[config.mk]
export PLATFORM = sky130hd
export DESIGN_NAME = bin_to_bcd_seq
export DESIGN_NICKNAME = d
export VERILOG_FILES = /design/src/rtl/bin_to_bcd_seq.sv
export SDC_FILE = /design/constraint.sdc
export NUM_CORES = 1
export LEC_CHECK = 0
export CELL_PAD_IN_SITES_DETAIL_PLACEMENT = 1
export CELL_PAD_IN_SITES_GLOBAL_PLACEMENT = 1
export CORE_ASPECT_RATIO = 0.6
export CORE_UTILIZATION = 42
export CTS_CLUSTER_DIAMETER = 150
export CTS_CLUSTER_SIZE = 20
export DETAILED_ROUTE_END_ITERATION = 10
export GPL_ROUTABILITY_DRIVEN = 0
export PLACE_DENSITY = 0.8
export SLEW_MARGIN = 10
export SYNTH_ARGS = -nofsm -noshare
export SYNTH_HDL_FRONTEND = slang
export SYNTH_SLANG_ARGS = --single-unit
export TNS_END_PERCENT = 10
[constraint.sdc]
create_clock -name clk -period 2.25 [get_ports clk]
set_clock_uncertainty 0.2 [all_clocks]
set_input_delay 0.45 -clock clk [delete_from_list [all_inputs] [get_ports clk]]
set_output_delay 0.45 -clock clk [all_outputs]
set_load 0.01 [all_outputs]
[src/rtl/bin_to_bcd_seq.sv]
// Sequential double-dabble converter: unsigned binary in, packed BCD out.
// One bit is shifted per clock; digits_bcd only changes on the completion
// edge, so a downstream display never sees an intermediate value. Inputs
// above 10^NDIG-1 produce all nines and raise ovf.
module bin_to_bcd_seq #(
    parameter int BIN_W = 14,
    parameter int NDIG  = 4
) (
    input  logic               clk,
    input  logic               rst,
    input  logic [BIN_W-1:0]   bin,
    input  logic               start,
    output logic               busy,
    output logic               done,
    output logic [4*NDIG-1:0]  digits_bcd,
    output logic               ovf
);

    localparam int BCD_W = 4 * NDIG;
    localparam int CNT_W = $clog2(BIN_W + 1);
    localparam logic [CNT_W-1:0] LAST_CNT = CNT_W'(BIN_W - 1);

    function automatic longint unsigned pow10(input int n);
        longint unsigned p;
        p = 1;
        for (int i = 0; i < n; i++) begin
            p = p * 10;
        end
        return p;
    endfunction

    localparam longint unsigned MAX = pow10(NDIG) - 1;

    // Add 3 to every nibble that is 5 or more, so the following left shift
    // carries correctly into the next decimal digit.
    function automatic logic [BCD_W-1:0] add3(input logic [BCD_W-1:0] v);
        logic [BCD_W-1:0] r;
        r = v;
        for (int i = 0; i < NDIG; i++) begin
            if (v[4*i +: 4] >= 4'd5) begin
                r[4*i +: 4] = v[4*i +: 4] + 4'd3;
            end
        end
        return r;
    endfunction

    // Saturated display value: every digit 9.
    function automatic logic [BCD_W-1:0] all_nines();
        logic [BCD_W-1:0] r;
        r = '0;
        for (int i = 0; i < NDIG; i++) begin
            r[4*i +: 4] = 4'h9;
        end
        return r;
    endfunction

    typedef enum logic {
        IDLE,
        SHIFT
    } state_t;

    state_t                   state;
    state_t                   state_next;
    logic                     accept;
    logic                     finish;
    logic [BCD_W-1:0]         bcd_q;
    logic [BIN_W-1:0]         bin_q;
    logic [CNT_W-1:0]         cnt_q;
    logic                     over_q;
    logic [BCD_W+BIN_W-1:0]   shifted;

    // One double-dabble step: adjust pre-shift nibbles, then shift {bcd, bin}
    // left by one. Carries out of the top nibble fall off the end.
    always_comb begin
        shifted = {add3(bcd_q), bin_q} << 1;
    end

    // State register.
    always_ff @(posedge clk or posedge rst) begin
        if (rst) begin
            state <= IDLE;
        end else begin
            state <= state_next;
        end
    end

    // Next-state logic: accept a request in IDLE, leave SHIFT after the last bit.
    always_comb begin
        state_next = state;
        accept     = 1'b0;
        finish     = 1'b0;
        case (state)
            IDLE: begin
                if (start) begin
                    accept     = 1'b1;
                    state_next = SHIFT;
                end
            end
            SHIFT: begin
                if (cnt_q == LAST_CNT) begin
                    finish     = 1'b1;
                    state_next = IDLE;
                end
            end
            default: state_next = IDLE;
        endcase
    end

    assign busy = (state == SHIFT);

    // Shift register, bit counter and overflow capture.
    always_ff @(posedge clk or posedge rst) begin
        if (rst) begin
            bcd_q  <= '0;
            bin_q  <= '0;
            cnt_q  <= '0;
            over_q <= 1'b0;
        end else if (accept) begin
            bcd_q  <= '0;
            bin_q  <= bin;
            cnt_q  <= '0;
            over_q <= (64'(bin) > MAX);
        end else if (state == SHIFT) begin
            bcd_q  <= shifted[BCD_W+BIN_W-1:BIN_W];
            bin_q  <= shifted[BIN_W-1:0];
            cnt_q  <= cnt_q + CNT_W'(1);
        end
    end

    // Result registers: updated only on the completion edge, done pulses once.
    always_ff @(posedge clk or posedge rst) begin
        if (rst) begin
            done       <= 1'b0;
            digits_bcd <= '0;
            ovf        <= 1'b0;
        end else begin
            done <= finish;
            if (finish) begin
                digits_bcd <= over_q ? all_nines() : shifted[BCD_W+BIN_W-1:BIN_W];
                ovf        <= over_q;
            end
        end
    end

endmodule

Yosys cells after proc, flatten, opt, wreduce, memory -nomap -nowiden
Index checks and enable logic that the tools add are counted.

Output and inout bits: 19. Logic and storage cells: 38. Flip-flop bits (word level): 54.

$lt $le $gt $ge: 5. Add/subtract/negate cells: 5. Bitwise gates (word level): 1. Eq/ne operators: 1. Muxes and demuxes: 17. Reductions and logical operators: 1.

Operator list (number): 16-bit two-way mux (3); 14-bit two-way mux (2); 4-bit two-way mux (5); 4-bit by 3-bit >= comparator with 1-bit output, second input constant (4); 14-bit greater-than comparator, second input constant (1); 4-bit by 2-bit adder with 4-bit output, second input constant (3); 1-bit two-way mux (5); 4-bit by 1-bit adder with 4-bit output, second input constant (1); 4-bit equality test, second input constant (1); 3-bit by 2-bit adder with 3-bit output, second input constant (1); 3-bit two-way mux (1); 1-bit one-hot mux with 2 select lines (1); 2-bit nonzero test (1); 1-bit inverter (1).

Longest topological paths before layout
Gate-level depths: netlist of run 1.

Word-level depth: 4. Mapped depth: 7. Gate-level depth less buffers: 6.

Worst setup path after synthesis of run 1
No wires, ideal clock.

Path type: register to register. From: reg bcd_q[0]. To: reg bcd_q[2]. Stages on the path, launching flop included: 7. Arrival time: 1.241 ns. Period minus slack after synthesis: 1.562 ns. Data required time: 1.929 ns. Setup slack: 0.688 ns. Path buffers: 0. Path through: dfrtp_1 inv_1 ha_1 nand2b_1 a21oi_2 mux2i_1 a22o_1.

Word-level cells in the longest chain between the ends: 4.

RTL lines: start, declared (line 66) `logic [BCD_W-1:0] bcd_q;`; start signal, assigned (line 124) `bcd_q <= shifted[BCD_W+BIN_W-1:BIN_W];`; 4-bit by 2-bit adder with 4-bit output / 4-bit by 3-bit >= comparator with 1-bit output (equally long branches) (line 41, 40); 4-bit two-way mux * (line 40) `if (v[4*i +: 4] >= 4'd5) begin`; 16-bit two-way mux * (line 123) `end else if (state == SHIFT) begin`; 16-bit two-way mux * (line 118) `end else if (accept) begin`.

Every way passes the cells marked *; elsewhere a longest branch is shown, timed or not. The select of a mux whose other input is x is not followed. A chain may end at the register's enable or synchronous reset.

Worst setup path in the final report of run 1
From: reg state (netlist: busy). To: out busy.

RTL lines: start, declared (line 62) `state_t state;`; start signal, assigned (line 83) `state <= state_next;`; end, declared (line 13) `output logic busy,`.

No word-level cell between the ends.

==> impl_results.md, run 1 <==
- Combinational family with the most area after synthesis: compound AO/OA/AOI/OAI gates
- Buf+Inv Stages, Crit Path: 1
- Cell leakage power: between 1 and 1.5 nW
- Instance area after placement: 3040 um^2
- Multiplexer share of the synthesized area: under 10%
- Cts-stage hold buffer count: 0
- Met2 GRT Util: 32.2%
- Part of the Yosys area used for sequential elements: approximately 52%
- Arrival time worst endpoint: between 1 and 1.5 ns
- Total negative slack: 0 ns
- Worst voltage drop across the vdd grid: about 0.00063 V
- Crit-path cells: clkdlybuf4s50_1
- Delay contributed by the slowest stage of the critical path: approximately 0.60 ns
- Hold Vio Cnt, Final: 0
- Register clock-pin slew on the reported worst setup and hold paths: roughly 0.10 ns
- Clock Tree Buf Depth: 2
- Number of search-and-repair iterations in the first detailed-routing pass: 4
- Worst-Skew Late Latency: 0.30 ns
- Leading cell types in the layout, fill and taps excluded: dfrtp_1 (54), clkdlybuf4s50_1 (35), nand2_1 (30), o21ai_0 (21), mux2i_1 (19)
- Launch point of the worst reg-to-reg path: bcd_q[8]$_DFFE_PP0P_
- Maximum number of pins on one net before global-route repair: 55
- Count of endpoints failing setup in the final report: 0
- Hold_sp: ovf$_DFFE_PP0P_
- Average wire per cell in the routed design: around 16 um
- Met1 routing resource usage after global routing: 27.4%
- Post-synthesis instance area: around 2600 um^2
- Hold Crit Class: reg2reg
- Share of cells above drive strength 1: 8.42%
- Met3 usage: around 4.0%
- Fill cell total of the finished layout: 650
- Data required time of the worst path: approximately 1.6 ns
- Fraction of post-synthesis cell area in the top cell type by area: 52.2%
- Number of violations reported at the end of detailed-routing iteration 0: just under 50
- Floorplan row count: 21
- Number of primary I/O pins: 36
- Core footprint: ~5800 um^2
- Actual slew at the worst max-slew pin: around 0.35 ns
- Unique cell type count in the Yosys netlist: 29
- Number of buffers added by the clock tree synthesis step: 5
- HPWL after detailed placement: ~4200 um
- Launch point of the critical path: busy$_DFF_PP0_
- DRC violations left: 0
- Most Crowded Layer GR: met2
- Result of the run: completed
- Clock tree from TritonCTS: done
- Area leader, netlist: dfrtp_1
- Total congestion overflow after global routing: 0
- Startpoint Class: register
- Full die area: approximately 6500 um^2
- # Post-CTS Setup Buffers: 0
- Crit share post-route: 92.7%
- Top area cells in the synthesized netlist: dfrtp_1 (52%), mux2i_1 (7.3%), ha_1 (4.8%)
- Area delta synth->final: 20.9%
- Number of antenna cells inserted: 0
- Post-Syn Area per Cell: between 10 and 15 um^2
- Synthesized instance count: between 200 and 250
- Type of the setup path with the least slack: reg2out
- Initial antenna violation count: 0
- Combined global-route utilization of all metal layers: between 10% and 20%
- Min cycle time layout: between 2 and 2.5 ns
- Compound-gate portion of the synthesized area: about 17%
- Syn nets: between 200 and 300
- Headroom to the max-slew limit: between 70% and 80%
- Setup crit end kind: output pin
- Detailed-route vias per instance: 5.25
- Number of maximum-capacitance constraint violations: 0
- Area fraction in and, or, nand and nor cells after synthesis: a little under an eighth
- Areal power density over the cells: around 1400 nW/um^2
- Xor-xnor portion of the synthesized cell area: under 10%
- Setup repair after global routing missed its margin: false
- Count of antenna-violating nets left after detailed routing: 0
- Vias post-DR: between 1,500 and 2,000
- Clk sink count: between 50 and 60
- Adder-cell area share of the yosys netlist: a little under 5%
- Chip height: 62.8 um
- Cell family contributing the most delay on the critical path: buffers and inverters
- Peak fanout along the critical path: 9
- Post-detailed-routing wire length: 5840 um
- Post-CTS Resized: 0
- Maximum level of the CTS H-tree: 2
- Initial core utilization: a little under half
- Buffers on Ports: 35
- CP max-delay cell: clkdlybuf4s50_1
- Highest achievable clock rate: ~480 MHz
- Global-route wire length before repair: around 9900 um
- Yosys synthesis warning count: 0
- Final Instance Area: 3130 um^2
- Number of pins with negative max-slew slack in the final report: 0
- Die extent in x: ~100 um
- Number of flip-flops and latches in the synthesized netlist: between 50 and 60
- Final net count: approximately 310
- Clock root buffer: clkbuf_8
- Via count of the first global-routing pass: 2,021
- Most common library cell in the layout ignoring fill and taps: dfrtp_1
==> cell usage after synthesis (all sizes together) <==
cell    number
nand2       30
nand3        3
nor2        16
nand4        1
inv         12
nor3         5
xnor2        5
nand2b       6
a32o         5
a22o        11
clkbuf       2
a31oi        4
o21ai       21
a21o         7
nor3b        4
mux2i       19
dfrtp       54
mux2         1
buf         11
a21oi       14
ha          10
nor2b        1
a21boi       1
nor4         1
o31ai        3
==> final timing paths <==
check	to	slack, ns	cells after the start
min	ovf$_DFFE_PP0P_	0.29	2
min in group asynchronous	cnt_q[0]$_DFFE_PP0P_	0.31	3
max reg2reg	bcd_q[10]$_DFFE_PP0P_	0.40	6
max in group asynchronous	bin_q[6]$_DFFE_PP0P_	1.29	3
max	busy	0.16	1
min reg2reg	ovf$_DFFE_PP0P_	0.29	2
==> layer usage <==
layer | routed length (um) | part of all wire (%) | vias up
met5 | 0 | 0 | -
li1 | - | - | 934
met4 | 34 | 0.58 | 0
met3 | 141 | 2.4 | 6
met1 | 2930 | 50 | 952
met2 | 2730 | 47 | 23
==> layout make-up <==
| type | instances | area (um^2) | area share, % |
|---|---|---|---|
| Tap cell | 80 | 100 | 3.20 |
| Timing Repair Buffer | 43 | 423 | 13.5 |
| Clock buffer | 7 | 86.3 | 2.76 |
| Multi-Input combinational cell | 168 | 1120 | 35.8 |
| Inverter | 12 | 45.0 | 1.44 |
| Clock inverter | 1 | 5.00 | 0.160 |
| Sequential cell | 54 | 1350 | 43.1 |
==> stage by stage <==
step	util, %	setup slack (ns)	instances	hold slack [ns]	power (mW)
2_1_floorplan	-	0.285	247	0.249	3.08
3_3_place_gp	52.8	0.338	357	0.256	3.69
3_5_place_dp	52.8	0.296	357	0.268	3.80
4_1_cts	54.4	0.152	365	0.292	4.38
5_1_grt	54.4	0.110	365	0.328	4.69
6_report	54.4	0.165	365	0.288	4.33
==> report_power, final <==
part           internal [mW]  switching (mW)  total, mW
registers               1.39           0.364       1.76
logic                   1.03           0.985       2.01
clock network          0.249           0.308      0.557
==> sequential cells by signal (all words and copies together) (netlist names) <==
name	count
bin_q	14
over_q	1
digits_bcd	16
bcd_q	16
busy	1
cnt_q	4
done	1
ovf	1
==> cell families (layout without fill, tap and decap cells) <==
| group | after synthesis | in the layout |
|---|---|---|
| mux | 20 | 20 |
| fa+ha+maj | 10 | 10 |
| compound gates | 66 | 66 |
| xor+xnor | 5 | 5 |
| flops | 54 | 54 |
| buf+inv | 25 | 63 |
| simple gates | 67 | 67 |
No activity file was read; power rests on OpenSTA's default activity.
==> inputs of run 2 (changes only) <==
--- a/config.mk
+++ b/config.mk
@@ -13,7 +13,7 @@
 export CTS_CLUSTER_SIZE = 20
 export DETAILED_ROUTE_END_ITERATION = 10
 export GPL_ROUTABILITY_DRIVEN = 0
-export PLACE_DENSITY = 0.8
+export PLACE_DENSITY_LB_ADDON = 0.25
 export SLEW_MARGIN = 10
 export SYNTH_ARGS = -nofsm -noshare
 export SYNTH_HDL_FRONTEND = slang
==> run 2 against run 1 <==
  * First-iteration DRC count decreased by 33%
  * Critical endpoint unchanged
  * Critical path type unchanged
  * Non-clock buffer count increased by 2
  * Sequential cell count unchanged
  * Setup slack improved by 0.14 ns
  * Register-to-register slack got worse by 0.06 ns
  * Power increased by 0.99%
  * Combinational power increased by 3%
  * Via count increased by 2.3%
  * Worst hold slack got worse by 0.034 ns
  * Critical path depth unchanged
  * Core utilization increased by 0.30 points
  * Routed wire length increased by 7.6%
==> impl_results.md, run 2 (synthesized netlist as in run 1, its figures left out) <==
- Full die area: 6490 um^2 (unchanged)
- Worst-Skew Late Latency: 0.30 ns (about the same)
- Area delta synth->final: 21.6% (was 20.9%)
- Number of maximum-capacitance constraint violations: 0 (unchanged)
- Hold Vio Cnt, Final: 0 (unchanged)
- Cell leakage power: 1.46 nW (about the same)
- Count of endpoints failing setup in the final report: 0 (unchanged)
- Worst Setup Slack, final: 0.302 ns (was 0.165 ns)
- Number of search-and-repair iterations in the first detailed-routing pass: 4 (unchanged)
- Floorplan row count: 21 (unchanged)
- Clk sink count: 54 (unchanged)
- HPWL after detailed placement: 4610 um (was 4180 um)
- Setup repair after global routing missed its margin: false (unchanged)
- Worst voltage drop across the vdd grid: 0.000565 V (was 0.000631 V)
- Highest achievable clock rate: 513 MHz (was 480 MHz)
- Headroom to the max-slew limit: 71.2% (was 76.4%)
- Via count of the first global-routing pass: 2,093 (was 2,021)
- Areal power density over the cells: 1390 nW/um^2 (was 1380 nW/um^2)
- Startpoint Class: register (unchanged)
- Final net count: 313 (was 311)
- Count of antenna-violating nets left after detailed routing: 0 (unchanged)
- Buf+Inv Stages, Crit Path: 1 (unchanged)
- # Post-CTS Setup Buffers: 0 (unchanged)
- Final Instance Area: 3150 um^2 (was 3130 um^2)
- Combined global-route utilization of all metal layers: 22.4% (was 19.8%)
- Peak fanout along the critical path: 5 (was 9)
- Number of violations reported at the end of detailed-routing iteration 0: 33 (was 49)
- Number of primary I/O pins: 36 (unchanged)
- Number of pins with negative max-slew slack in the final report: 0 (unchanged)
- Clock Tree Buf Depth: 2 (unchanged)
- Initial core utilization: 45.0% (unchanged)
- Core footprint: 5750 um^2 (unchanged)
- Fin util: 54.7% (was 54.4%)
- Post-detailed-routing wire length: 6280 um (was 5840 um)
- Clock share of power: 12.1% (was 12.9%)
- Vias post-DR: 1,959 (was 1,915)
- Biggest regs: bcd_q (16), digits_bcd (16), bin_q (14) (unchanged)
- Clock tree from TritonCTS: done (unchanged)
- Number of buffers added by the clock tree synthesis step: 5 (unchanged)
- Actual slew at the worst max-slew pin: 0.432 ns (was 0.353 ns)
- Initial antenna violation count: 0 (unchanged)
- Number of antenna cells inserted: 0 (unchanged)
- Total congestion overflow after global routing: 0 (unchanged)
- Leading cell types in the layout, fill and taps excluded: dfrtp_1 (53), clkdlybuf4s50_1 (35), nand2_1 (30), o21ai_0 (21), mux2i_1 (19) (was dfrtp_1 (54), clkdlybuf4s50_1 (35), nand2_1 (30), o21ai_0 (21), mux2i_1 (19))
- Global-route wire length before repair: 10,900 um (was 9870 um)
- Total negative slack: 0 ns (unchanged)
- Chip height: 62.8 um (unchanged)
- Register clock-pin slew on the reported worst setup and hold paths: 0.09 ns (was 0.10 ns)
- Maximum level of the CTS H-tree: 2 (unchanged)
- Instance area after placement: 3070 um^2 (was 3040 um^2)
- Share of power burned in combinational logic: 47.4% (was 46.5%)
- Maximum number of pins on one net before global-route repair: 31 (was 55)
- CP max-delay cell: clkdlybuf4s50_1 (unchanged)
- Most common library cell in the layout ignoring fill and taps: dfrtp_1 (unchanged)
- Setup slack of the most critical reg-to-reg path: 0.34 ns (was 0.40 ns)
- Total internal power: 2.66 mW (was 2.67 mW)
- Clock root buffer: clkbuf_8 (unchanged)
- DRC violations left: 0 (unchanged)
- Buffers on Ports: 35 (unchanged)
- Power dissipated by switching net loads: 1.71 mW (was 1.66 mW)
- Min cycle time layout: 1.95 ns (was 2.09 ns)
- Average wire per cell in the routed design: 17.1 um (was 16.0 um)
- Detailed-route vias per instance: 5.34 (was 5.25)
- DP Worst Slack: 0.295 ns (was 0.296 ns)
- Share of cells above drive strength 1: 8.71% (was 8.42%)
- Net switching fraction of the power: 39.2% (was 38.3%)
- Cts-stage hold buffer count: 0 (unchanged)
- Arrival time worst endpoint: 1.30 ns (was 1.44 ns)
- Crit share post-route: 86.6% (was 92.7%)
- Cell family contributing the most delay on the critical path: buffers and inverters (unchanged)
- Crit-path cells: clkdlybuf4s50_1 (unchanged)
- Setup crit end kind: output pin (unchanged)
- Type of the setup path with the least slack: reg2out (unchanged)
- Delay contributed by the slowest stage of the critical path: 0.56 ns (was 0.60 ns)
- Die extent in x: 103 um (unchanged)
- Data required time of the worst path: 1.60 ns (about the same)
- Hold Crit Class: in2async (was reg2reg)
- Post-CTS Resized: 0 (unchanged)
- Launch point of the critical path: busy$_DFF_PP0_ (unchanged)
- Result of the run: completed (unchanged)
- Launch point of the worst reg-to-reg path: bcd_q[1]$_DFFE_PP0P_ (was bcd_q[8]$_DFFE_PP0P_)
- Power share of the sequential group: 40.6% (about the same)
## run 2: cell type report
cell class	instances	area (um^2)
timing repair buffer	45	450
fill	624	2610
inverter	12	45.0
multi-input combinational	168	1120
tap	80	100
clock buffer	8	80.1
sequential	54	1350
## run 2: worst paths after layout
| kind | end | depth (start not counted) |
|---|---|---|
| worst max-delay path | busy | 1 |
| min in group clk | bin_q[3]$_DFFE_PP0P_ | 2 |
| worst min-delay path | digits_bcd[11]$_DFFE_PP0P_ | 2 |
| worst max register to register | bcd_q[2]$_DFFE_PP0P_ | 6 |
| max in group asynchronous | digits_bcd[2]$_DFFE_PP0P_ | 3 |
| worst min register to register | bin_q[3]$_DFFE_PP0P_ | 2 |
## run 2: routing by layer
metal	share of wire [%]	vias up	track usage [%]
met5	0	-	0
met4	0.70	0	5.28
met3	2.5	5	3.69
met2	46	27	36.2
met1	50	991	31.5
li1	-	936	-
## run 2: power by group through the flow
stage	Clock, mW	Combinational (mW)	Sequential (mW)
after global routing	0.590	2.31	1.84
after detailed placement	0	2.05	1.79
after CTS	0.549	2.09	1.78
after floorplan	0	1.33	1.75
final	0.528	2.07	1.77
after global placement	0	1.95	1.76
## run 2: through the flow
| step | instances | hold slack, ns | power (mW) |
|---|---|---|---|
| 2_1_floorplan | 247 | 0.249 | 3.08 |
| 6_report | 367 | 0.254 | 4.37 |
| 4_1_cts | 367 | 0.263 | 4.41 |
| 3_5_place_dp | 359 | 0.275 | 3.84 |
| 3_3_place_gp | 359 | 0.264 | 3.71 |
| 5_1_grt | 367 | 0.280 | 4.74 |
==> inputs of run 3 (changes only) <==
--- a/config.mk
+++ b/config.mk
@@ -13,7 +13,7 @@
 export CTS_CLUSTER_SIZE = 20
 export DETAILED_ROUTE_END_ITERATION = 10
 export GPL_ROUTABILITY_DRIVEN = 0
-export PLACE_DENSITY_LB_ADDON = 0.25
+export PLACE_DENSITY = 0.75
 export SLEW_MARGIN = 10
 export SYNTH_ARGS = -nofsm -noshare
 export SYNTH_HDL_FRONTEND = slang
==> run 3 against run 2 <==
  * Routed wire length fell by 4.4%
  * Fmax shrank 6.3%
  * Die area did not move
  * Clock power up 24%
  * Combinational power shrank 2%
  * Worst hold slack got worse by 0.075 ns
  * Register-to-register slack hardly changed
  * Largest power group unchanged
  * Highest routed layer unchanged
  * Power up 1.8%
==> impl_results.md, run 3 (synthesized netlist as in run 1, its figures left out) <==
- Number of maximum-capacitance constraint violations: 0 (unchanged)
- Register clock-pin slew on the reported worst setup and hold paths: 0.11 ns (was 0.09 ns)
- Floorplan row count: 21 (unchanged)
- Core footprint: 5750 um^2 (unchanged)
- Headroom to the max-slew limit: 79.2% (was 71.2%)
- Number of antenna cells inserted: 0 (unchanged)
- Total internal power: 2.75 mW (was 2.66 mW)
- Post-detailed-routing wire length: 6010 um (was 6280 um)
- Most common library cell in the layout ignoring fill and taps: dfrtp_1 (unchanged)
- Clock Tree Buf Depth: 2 (unchanged)
- HPWL after detailed placement: 4330 um (was 4610 um)
- Data required time of the worst path: 1.60 ns (about the same)
- Cell leakage power: 1.47 nW (was 1.46 nW)
- Total congestion overflow after global routing: 0 (unchanged)
- # Post-CTS Setup Buffers: 0 (unchanged)
- Final net count: 312 (was 313)
- Setup crit end kind: output pin (unchanged)
- Share of cells above drive strength 1: 9.44% (was 8.71%)
- Setup repair after global routing missed its margin: false (unchanged)
- Count of antenna-violating nets left after detailed routing: 0 (unchanged)
- Die extent in x: 103 um (unchanged)
- Share of power burned in combinational logic: 45.4% (was 47.4%)
- Maximum number of pins on one net before global-route repair: 44 (was 31)
- Final-layout worst hold slack: 0.179 ns (was 0.254 ns)
- Number of placed instances with taps included: 358 (was 359)
- Arrival time worst endpoint: 1.43 ns (was 1.30 ns)
- Number of buffers added by the clock tree synthesis step: 5 (unchanged)
- Average wire per cell in the routed design: 16.4 um (was 17.1 um)
- Delay contributed by the slowest stage of the critical path: 0.59 ns (was 0.56 ns)
- Clock tree from TritonCTS: done (unchanged)
- Post-CTS Resized: 0 (unchanged)
- Power dissipated by switching net loads: 1.70 mW (was 1.71 mW)
- Leading cell types in the layout, fill and taps excluded: dfrtp_1 (53), clkdlybuf4s50_1 (35), nand2_1 (30), o21ai_0 (21), mux2i_1 (19) (unchanged)
- Crit-path cells: clkdlybuf4s50_1 (unchanged)
- Full die area: 6490 um^2 (unchanged)
- Number of violations reported at the end of detailed-routing iteration 0: 79 (was 33)
- Number of primary I/O pins: 36 (unchanged)
- Min cycle time layout: 2.08 ns (was 1.95 ns)
- DRC violations left: 0 (unchanged)
- Maximum level of the CTS H-tree: 2 (unchanged)
- Buf+Inv Stages, Crit Path: 1 (unchanged)
- Hold Vio Cnt, Final: 0 (unchanged)
- Hold Crit Class: in2async (unchanged)
- Peak fanout along the critical path: 13 (was 5)
- Crit share post-route: 92.4% (was 86.6%)
- Type of the setup path with the least slack: reg2out (unchanged)
- Initial antenna violation count: 0 (unchanged)
- DP Worst Slack: 0.318 ns (was 0.295 ns)
- Launch point of the worst reg-to-reg path: bcd_q[5]$_DFFE_PP0P_ (was bcd_q[1]$_DFFE_PP0P_)
- Clk sink count: 54 (unchanged)
- Buffers on Ports: 35 (unchanged)
- Net switching fraction of the power: 38.2% (was 39.2%)
- Area delta synth->final: 21.9% (was 21.6%)
- Total Power Consumption: 4.45 mW (was 4.37 mW)
- Vias post-DR: 1,966 (was 1,959)
- Cell family contributing the most delay on the critical path: buffers and inverters (unchanged)
- Number of pins with negative max-slew slack in the final report: 0 (unchanged)
- Clock share of power: 14.7% (was 12.1%)
- Via count of the first global-routing pass: 2,104 (was 2,093)
- CP max-delay cell: clkdlybuf4s50_1 (unchanged)
- Global-route wire length before repair: 10,600 um (was 10,900 um)
- Chip height: 62.8 um (unchanged)
- Cts-stage hold buffer count: 0 (unchanged)
- Count of endpoints failing setup in the final report: 0 (unchanged)
- Startpoint Class: register (unchanged)
- Detailed-route vias per instance: 5.37 (was 5.34)
- Worst-Skew Late Latency: 0.31 ns (was 0.30 ns)
- Actual slew at the worst max-slew pin: 0.304 ns (was 0.432 ns)
- Worst voltage drop across the vdd grid: 0.000680 V (was 0.000565 V)
- Total negative slack: 0 ns (unchanged)
- Result of the run: completed (unchanged)
- Power share of the sequential group: 39.8% (was 40.6%)
- Number of standard cells in the layout, taps in and fillers out: 366 (was 367)
- Areal power density over the cells: 1410 nW/um^2 (was 1390 nW/um^2)
- Worst Setup Slack, final: 0.170 ns (was 0.302 ns)
- Clock root buffer: clkbuf_8 (unchanged)
- Number of search-and-repair iterations in the first detailed-routing pass: 4 (unchanged)
- Highest achievable clock rate: 481 MHz (was 513 MHz)
- Initial core utilization: 45.0% (unchanged)
- Biggest regs: bcd_q (16), digits_bcd (16), bin_q (14) (unchanged)
- Combined global-route utilization of all metal layers: 21.1% (was 22.4%)
- Launch point of the critical path: busy$_DFF_PP0_ (unchanged)
[run 3: changes by cell type in the layout (fill, tap and decap cells not counted)]
cell,delta
bufinv_16,+1
buf_12,-1
clkinv_2,+2
clkbuf_1,-3
[run 3: routing by layer]
layer / part of all wire [%] / routed length [um] / track usage (%) / vias to the layer above
met1: 52 / 3130 / 31.6 / 1006
met2: 45 / 2720 / 32.4 / 25
met5: 0 / 0 / 0 / -
met4: 0.22 / 13 / 3.17 / 0
li1: - / - / - / 933
met3: 2.3 / 138 / 3.80 / 2
[run 3: final timing paths]
check	cells past startpoint	slack, ns	end
min reg2reg	2	0.28	ovf$_DFFE_PP0P_
max	1	0.17	busy
min in group clk	2	0.28	ovf$_DFFE_PP0P_
min	2	0.18	bin_q[9]$_DFFE_PP0P_
max reg2reg	6	0.34	digits_bcd[6]$_DFFE_PP0P_
max in group asynchronous	3	1.15	digits_bcd[12]$_DFFE_PP0P_
[run 3: stage by stage]
| step | instance area (um^2) | utilization, % |
|---|---|---|
| 6_report | 3160 | 54.9 |
| 5_1_grt | 3160 | 54.9 |
| 4_1_cts | 3160 | 54.9 |
| 3_5_place_dp | 3050 | 53.0 |
| 3_3_place_gp | 3050 | 53.0 |
| 2_1_floorplan | 2590 | - |
[run 3: area by class of cell]
| type | instances | area, um^2 |
|---|---|---|
| clock buffers | 5 | 68.8 |
| clock inverters | 3 | 40.0 |
| fillers | 621 | 2600 |
| inverters | 12 | 45.0 |
| multi-input cells | 168 | 1120 |
| flip-flops and latches | 54 | 1350 |
| well taps | 80 | 100 |
| repair buffers | 44 | 430 |
[run 3: worst register-to-register path, delay by kind of cell, from the launching register on]
| family | cells | cell delay [ns] |
|---|---|---|
| multiplexers | 1 | 0.35 |
| buffers and inverters | 1 | 0.13 |
| AO/OA/AOI/OAI | 2 | 0.40 |
| adder cells (fa/ha/maj) | 1 | 0.25 |
| AND/OR/NAND/NOR | 1 | 0.12 |
| flip-flops | 1 | 0.41 |
[run 3: power by group through the flow]
stage	Sequential, mW	Clock, mW	Combinational, mW
2_1_floorplan	1.75	0	1.33
3_3_place_gp	1.77	0	1.94
3_5_place_dp	1.79	0	2.01
4_1_cts	1.77	0.670	2.05
5_1_grt	1.84	0.707	2.27
6_report	1.77	0.655	2.02
